==> config.mk <==
export PLATFORM = sky130hd
export DESIGN_NAME = mux_case_diff
export DESIGN_NICKNAME = d
export VERILOG_FILES = /design/src/rtl/mux_case_diff_pkg.sv /design/src/rtl/mux_case_diff.sv
export SDC_FILE = /design/constraint.sdc
export NUM_CORES = 1
export LEC_CHECK = 0
export CORE_MARGIN = 2
export CORE_UTILIZATION = 46
export DETAILED_ROUTE_END_ITERATION = 6
export PLACE_DENSITY = 0.74
export SYNTH_ARGS = -nofsm -noshare
export SYNTH_HDL_FRONTEND = slang
export SYNTH_SLANG_ARGS = --single-unit
==> constraint.sdc <==
create_clock -name clk -period 4.1 [get_ports clk]
set_input_delay 0.82 -clock clk [delete_from_list [all_inputs] [get_ports clk]]
set_output_delay 0.82 -clock clk [all_outputs]
set_load 0.005 [all_outputs]
==> src/rtl/mux_case_diff_pkg.sv <==
// Package: mux_case_diff_pkg
// Purpose: shared constants for the registered byte selector/subtractor.
//   WIDTH_DEFAULT : default operand/result width
//   SEL_*         : operation select encodings for the s input
package mux_case_diff_pkg;

    localparam int unsigned WIDTH_DEFAULT = 8;

    localparam logic [1:0] SEL_A   = 2'b00;  // out <= a_in
    localparam logic [1:0] SEL_B   = 2'b01;  // out <= b_in
    localparam logic [1:0] SEL_AMB = 2'b10;  // out <= a_in - b_in (wraps)
    localparam logic [1:0] SEL_BMA = 2'b11;  // out <= b_in - a_in (wraps)

endpackage

==> src/rtl/mux_case_diff.sv <==
// Module: mux_case_diff
// Purpose: registered 4-way selector/subtractor. A 2-bit select picks a_in, b_in,
//   a_in-b_in or b_in-a_in (modulo 2**WIDTH). The result is captured on the rising
//   clock edge, giving exactly one cycle of latency.
// Ports (positional order is fixed for legacy instantiations):
//   a_in [WIDTH-1:0] in  : operand A
//   b_in [WIDTH-1:0] in  : operand B
//   s    [1:0]       in  : operation select (see mux_case_diff_pkg SEL_*)
//   clk              in  : rising-edge clock
//   out  [WIDTH-1:0] out : registered result
//   rst              in  : synchronous active-high reset, clears out
module mux_case_diff
    import mux_case_diff_pkg::*;
#(
    parameter int unsigned WIDTH = WIDTH_DEFAULT
) (
    input  logic [WIDTH-1:0] a_in,
    input  logic [WIDTH-1:0] b_in,
    input  logic [1:0]       s,
    input  logic             clk,
    output logic [WIDTH-1:0] out,
    input  logic             rst
);

    logic [WIDTH-1:0] out_d;
    logic [WIDTH-1:0] out_q;

    // Subtractions are WIDTH bits wide, so the borrow is simply dropped.
    always_comb begin
        out_d = '0;
        case (s)
            SEL_A:   out_d = a_in;
            SEL_B:   out_d = b_in;
            SEL_AMB: out_d = a_in - b_in;
            SEL_BMA: out_d = b_in - a_in;
            // Only reachable in simulation with X/Z on s.
            default: out_d = '0;
        endcase
    end

    always_ff @(posedge clk) begin
        if (rst) begin
            out_q <= '0;
        end else begin
            out_q <= out_d;
        end
    end

    assign out = out_q;

endmodule

==> impl_metrics.toml, run 1 <==
[status]
outcome = "finished, final reports clean"

[final_layout]
diodes = 0
fill_cells = 178
largest_reg_flops = 8
fin_nets = 196
top_register = "out"
design_area_um2 = 1310
top_regs = "out: 8 flops"
syn2layout_area_growth_pct = 31.3
drive_gt1_share_pct = 3.85

[sta]
holdWs_ns = 1.20
tightest_slew_ns = 0.674
final-setup-viol-count = 0
period_needed_ns = 2.73
slew_viol_final = 0
slew-limit-headroom_pct = 54.9
finalSetupTns_ns = 0
max_freq_mhz = 367
setup_ws_ns = 1.37
rsz0062_at_grt = "false"
hold_viol_final = 0
post-route-period-util_pct = 66.5

[yosys]
yosys_register_bits = 8
seq_area_frac_synth_pct = 16.1
synthCells = 130
synth_fp_nets = 168
syn_avg_cell_area_um2 = 7.65
yosysTopAreaCellShare_pct = 20.1
synth.distinct_cells = 33
yosysWarnings = 0
synth_area_leaders = "ha_1 20%, dfxtp_1 16%, inv_1 7.9%"
syn_area_um2 = 995
yosys.area.top_type = "ha_1"

[floorplan]
initial_core_util_pct = 49.7
fp.dieH_um = 50.5
chipWidth_um = 50.5
dieArea_um2 = 2550
std_cell_rows = 16
core_region_area_um2 = 2000
ios = 28

[clock_tree]
cts_setup_buffers = 0
cts-resized-gates = 0
hold_buffers = 0
cts_tree = "built"
cts.sinks = 8
clock-root-buffer = "clkbuf_4"
numCtsBuffers = 3
cts_buffer_depth = 2
clkTransAtPathRegs_ns = 0.05
htree_num_levels = 1

[place]
post_dp_cell_area_um2 = 1280
post-place-ws_ns = 1.10
gp_congestion = 0.922
dpl.hpwl_um = 1830
port_buffers = 27

[grt]
gr-usage-all-layers_pct = 18.9
gr-total-overflow = 0
grt_pass1_vias = 901
grt_antenna_before_repair = 0
grt_max_degree = 20
grt_first_pass_wirelength_um = 3720

[route]
drc_errors = 0
vias = 982
wl_per_cell_um = 12.0
via_per_inst = 5.37
wl_um = 2200
drt-pass1-iter-count = 4
antenna_left = 0
dr.first_iter.drc_count = 15

[setup_path]
worstSetupPathType = "in -> reg"
crit_required_ns = 4.22
worstPathArrival_ns = 2.85
cp-start-kind = "input pin"
crit_fanout = 4
critPathCaptureType = "flop"

[hold_path]
hold_path.class = "in -> reg"

[pwr]
p_leak_nw = 0.598
p_per_area_nw_per_um2 = 217
ir_worst_vdd_v = 0.000125

[job]
maxCapViolations = 0
==> path summary, 6_finish.rpt <==
path  startpoint     end  cells after the start
max      a_in[1]  out[7]                      9
min          rst  out[2]                      2
==> metrics by stage <==
step                      util (%)  total power [mW]  cells
after global placement        64.1             0.225    180
final                         65.3             0.284    183
after floorplan                  -             0.174    130
after CTS                     65.3             0.287    183
after detailed placement      64.1             0.229    180
after global routing          65.3             0.307    183
==> logic make-up (layout without fill, tap and decap cells) <==
group                    Yosys count  after routing  synth area share, %
flip-flops                         8              8                 16.1
AO/OA/AOI/OAI                     42             42                 26.9
buffers and inverters             25             51                 9.43
AND/OR/NAND/NOR                   26             26                 11.9
multiplexers                       4              4                 5.28
adder cells (fa/ha/maj)           18             18                 24.2
XOR/XNOR                           7              7                 6.16
==> cells in the mapped netlist (all sizes together) <==
| library cell | n |
|---|---|
| and2 | 1 |
| o31a | 1 |
| nor2b | 1 |
| a21o | 2 |
| mux2i | 3 |
| a211oi | 5 |
| xnor2 | 3 |
| o311ai | 1 |
| a211o | 1 |
| nand2 | 9 |
| clkbuf | 4 |
| a21boi | 1 |
| a31oi | 2 |
| mux4 | 1 |
| ha | 16 |
| o21ai | 13 |
| o211ai | 2 |
| nor2 | 9 |
| nand2b | 2 |
| a22oi | 1 |
| fa | 2 |
| o22ai | 3 |
| a32oi | 1 |
| or4 | 1 |
| nor3 | 2 |
| o21a | 1 |
| nand3 | 1 |
| dfxtp | 8 |
| xor2 | 4 |
| a21oi | 8 |
| inv | 21 |
==> per-layer routing <==
metal,routed length [µm],vias up,global-route usage (%)
met1,1000,448,25.4
met3,105,2,1.49
met2,1070,29,30.7
met5,0,-,0
met4,15,0,8.56
li1,-,503,-
==> cell type report <==
class	count	area [µm²]	share of cell area [%]
inverter	21	78.8	6.03
tap	27	33.8	2.59
clock buffer	3	22.5	1.72
multi-input combinational	97	741	56.7
timing repair buffer	27	270	20.7
sequential	8	160	12.3
==> critical path: stages <==
cell	delay (ns)
clkdlybuf4s50_1	0.56
inv_1	0.11
ha_1	0.31
nor2b_1	0.14
o31a_1	0.26
o22ai_2	0.14
xor2_1	0.19
mux2i_1	0.21
o22ai_1	0.10
==> power breakdown <==
group / internal [mW] / total (mW) / leakage (nW) / switching [mW]
combinational: 0.0739 / 0.140 / 0.517 / 0.0664
clock: 0.0332 / 0.0558 / 0.0138 / 0.0226
sequential: 0.0861 / 0.0878 / 0.0668 / 0.00162
==> layout by cell type, fill, tap and decap left out, types with 4 or more instances in the layout <==
master           synthesis  routed
dfxtp_1                  8       8
o21ai_0                 11      11
inv_1                   21      21
clkdlybuf4s50_1          0      27
xor2_1                   4       4
a211oi_1                 5       5
ha_1                    16      16
nand2_1                  9       9
a21oi_1                  8       8
nor2_1                   9       9
(Power assumes the default switching activity.)
==> inputs of run 2 (changes only) <==
CORE_UTILIZATION = 43   (was 46)
PLACE_DENSITY = 0.73   (was 0.74)
clock period = 2.24 ns   (was 4.1 ns; I/O delays follow)
==> impl_metrics.toml, run 2 (same netlist as run 1, synthesis figures left out) <==
[floorplan]
core_region_area_um2 = 2190
chipWidth_um = 52.1
ios = 28
std_cell_rows = 17
dieArea_um2 = 2710
fp.dieH_um = 52.1
initial_core_util_pct = 45.4

[grt]
gr-usage-all-layers_pct = 19.2
grt_pass1_vias = 970
grt_antenna_before_repair = 0
gr-total-overflow = 0
grt_first_pass_wirelength_um = 3970
grt_max_degree = 19

[final_layout]
final_common_cell = "buf_4"
syn2layout_area_growth_pct = 56.7
top_register = "out"
diodes = 0
fill_cells = 180
final_cell_mix = "23 x buf_4, 21 x clkdlybuf4s50_1, 20 x inv_1"
postLayoutCoreUtil_pct = 71.2
fin_cells = 207
design_area_um2 = 1560
top_regs = "out: 8 flops"
largest_reg_flops = 8
fin_nets = 219
drive_gt1_share_pct = 21.8

[route]
vias = 1056
wl_um = 2490
antenna_left = 0
via_per_inst = 5.10
wl_per_cell_um = 12.0
drt-pass1-iter-count = 4
drc_errors = 0
dr.first_iter.drc_count = 12

[place]
port_buffers = 27
dpl.hpwl_um = 2100
placedCellCount = 204
post-place-ws_ns = -0.287
gp_congestion = 0.836
post_dp_cell_area_um2 = 1460

[pwr]
finalPower_uw = 587
ir_worst_vdd_v = 0.000215
p_per_area_nw_per_um2 = 376
p_leak_nw = 0.762

[hold_path]
worstHoldEndpoint = "out[0]"
hold_start = "b_in[0]"
hold_depth = 4
hold_path.class = "in -> reg"

[sta]
setup_ws_ns = 0.0948
max_freq_mhz = 466
holdWs_ns = 0.715
period_needed_ns = 2.15
tightest_slew_ns = 0.352
finalSetupTns_ns = 0
slew_viol_final = 0
hold_viol_final = 0
final-setup-viol-count = 0
post-route-period-util_pct = 95.8
slew-limit-headroom_pct = 76.2

[setup_path]
worstPathArrival_ns = 2.29
critPathCaptureType = "flop"
worstPathCellList = "clkdlybuf4s50_1 -> inv_1 -> ha_2 -> or4_4 -> o22ai_4 -> xor2_1 -> mux2i_1 -> o22ai_1"
cp-start-kind = "input pin"
worstSetupPathType = "in -> reg"
crit_slowest_cell = "or4_4"
worstPathBufferInverterCount = 2
crit_required_ns = 2.38
cpLargestDelayFamily = "buffers and inverters"
worst-path-stages = 8
crit_fanout = 2
critical_path.max_stage_delay_ns = 0.52

[clock_tree]
cts_tree = "built"
htree_num_levels = 1
hold_buffers = 0
clock-root-buffer = "clkbuf_4"
cts_setup_buffers = 0
numCtsBuffers = 3
clkTransAtPathRegs_ns = 0.06
cts.sinks = 8
cts_buffer_depth = 2

[job]
maxCapViolations = 0

[status]
outcome = "finished, final reports clean"
## run 2: how the worst max path moves through the flow
stage / start / endpoint / slack (ns)
after floorplan: a_in[0] / out[6] / 0.36
after global placement: a_in[1] / out[7] / -0.27
after detailed placement: a_in[1] / out[7] / -0.29
after CTS: b_in[6] / out[7] / 0.002
after global routing: b_in[6] / out[7] / -0.0006
final: b_in[6] / out[7] / 0.09
## run 2: area by class of cell
cell class / count / area (µm²) / area share, %
multi-input combinational: 97 / 805 / 51.6
tap: 28 / 35.0 / 2.25
clock buffer: 3 / 22.5 / 1.44
sequential: 8 / 160 / 10.3
timing repair buffer: 50 / 458 / 29.4
inverter: 21 / 78.8 / 5.06
## run 2: tightest hold or removal path, stage by stage
cell,delay [ns]
dlymetal6s2s_1,0.14
buf_4,0.14
ha_1,0.12
a211oi_1,0.07
## run 2: power breakdown
group          switching, mW  internal, mW
Sequential           0.00382         0.157
Combinational          0.138         0.174
Clock                 0.0514        0.0615
## run 2: timing repair
item                                    CTS  global route
endpoints found under the setup margin    1             5
gates resized for setup                   0            19
pin swaps                                 2             7
endpoints found under the hold margin     0             0
## run 2: metal layers
metal | track usage [%] | share of wire, % | vias to the layer above
li1 | - | - | 547
met1 | 25.5 | 48 | 476
met2 | 32.7 | 47 | 28
met3 | 0.862 | 3.3 | 5
met4 | 7.02 | 1.8 | 0
met5 | 0 | 0 | -
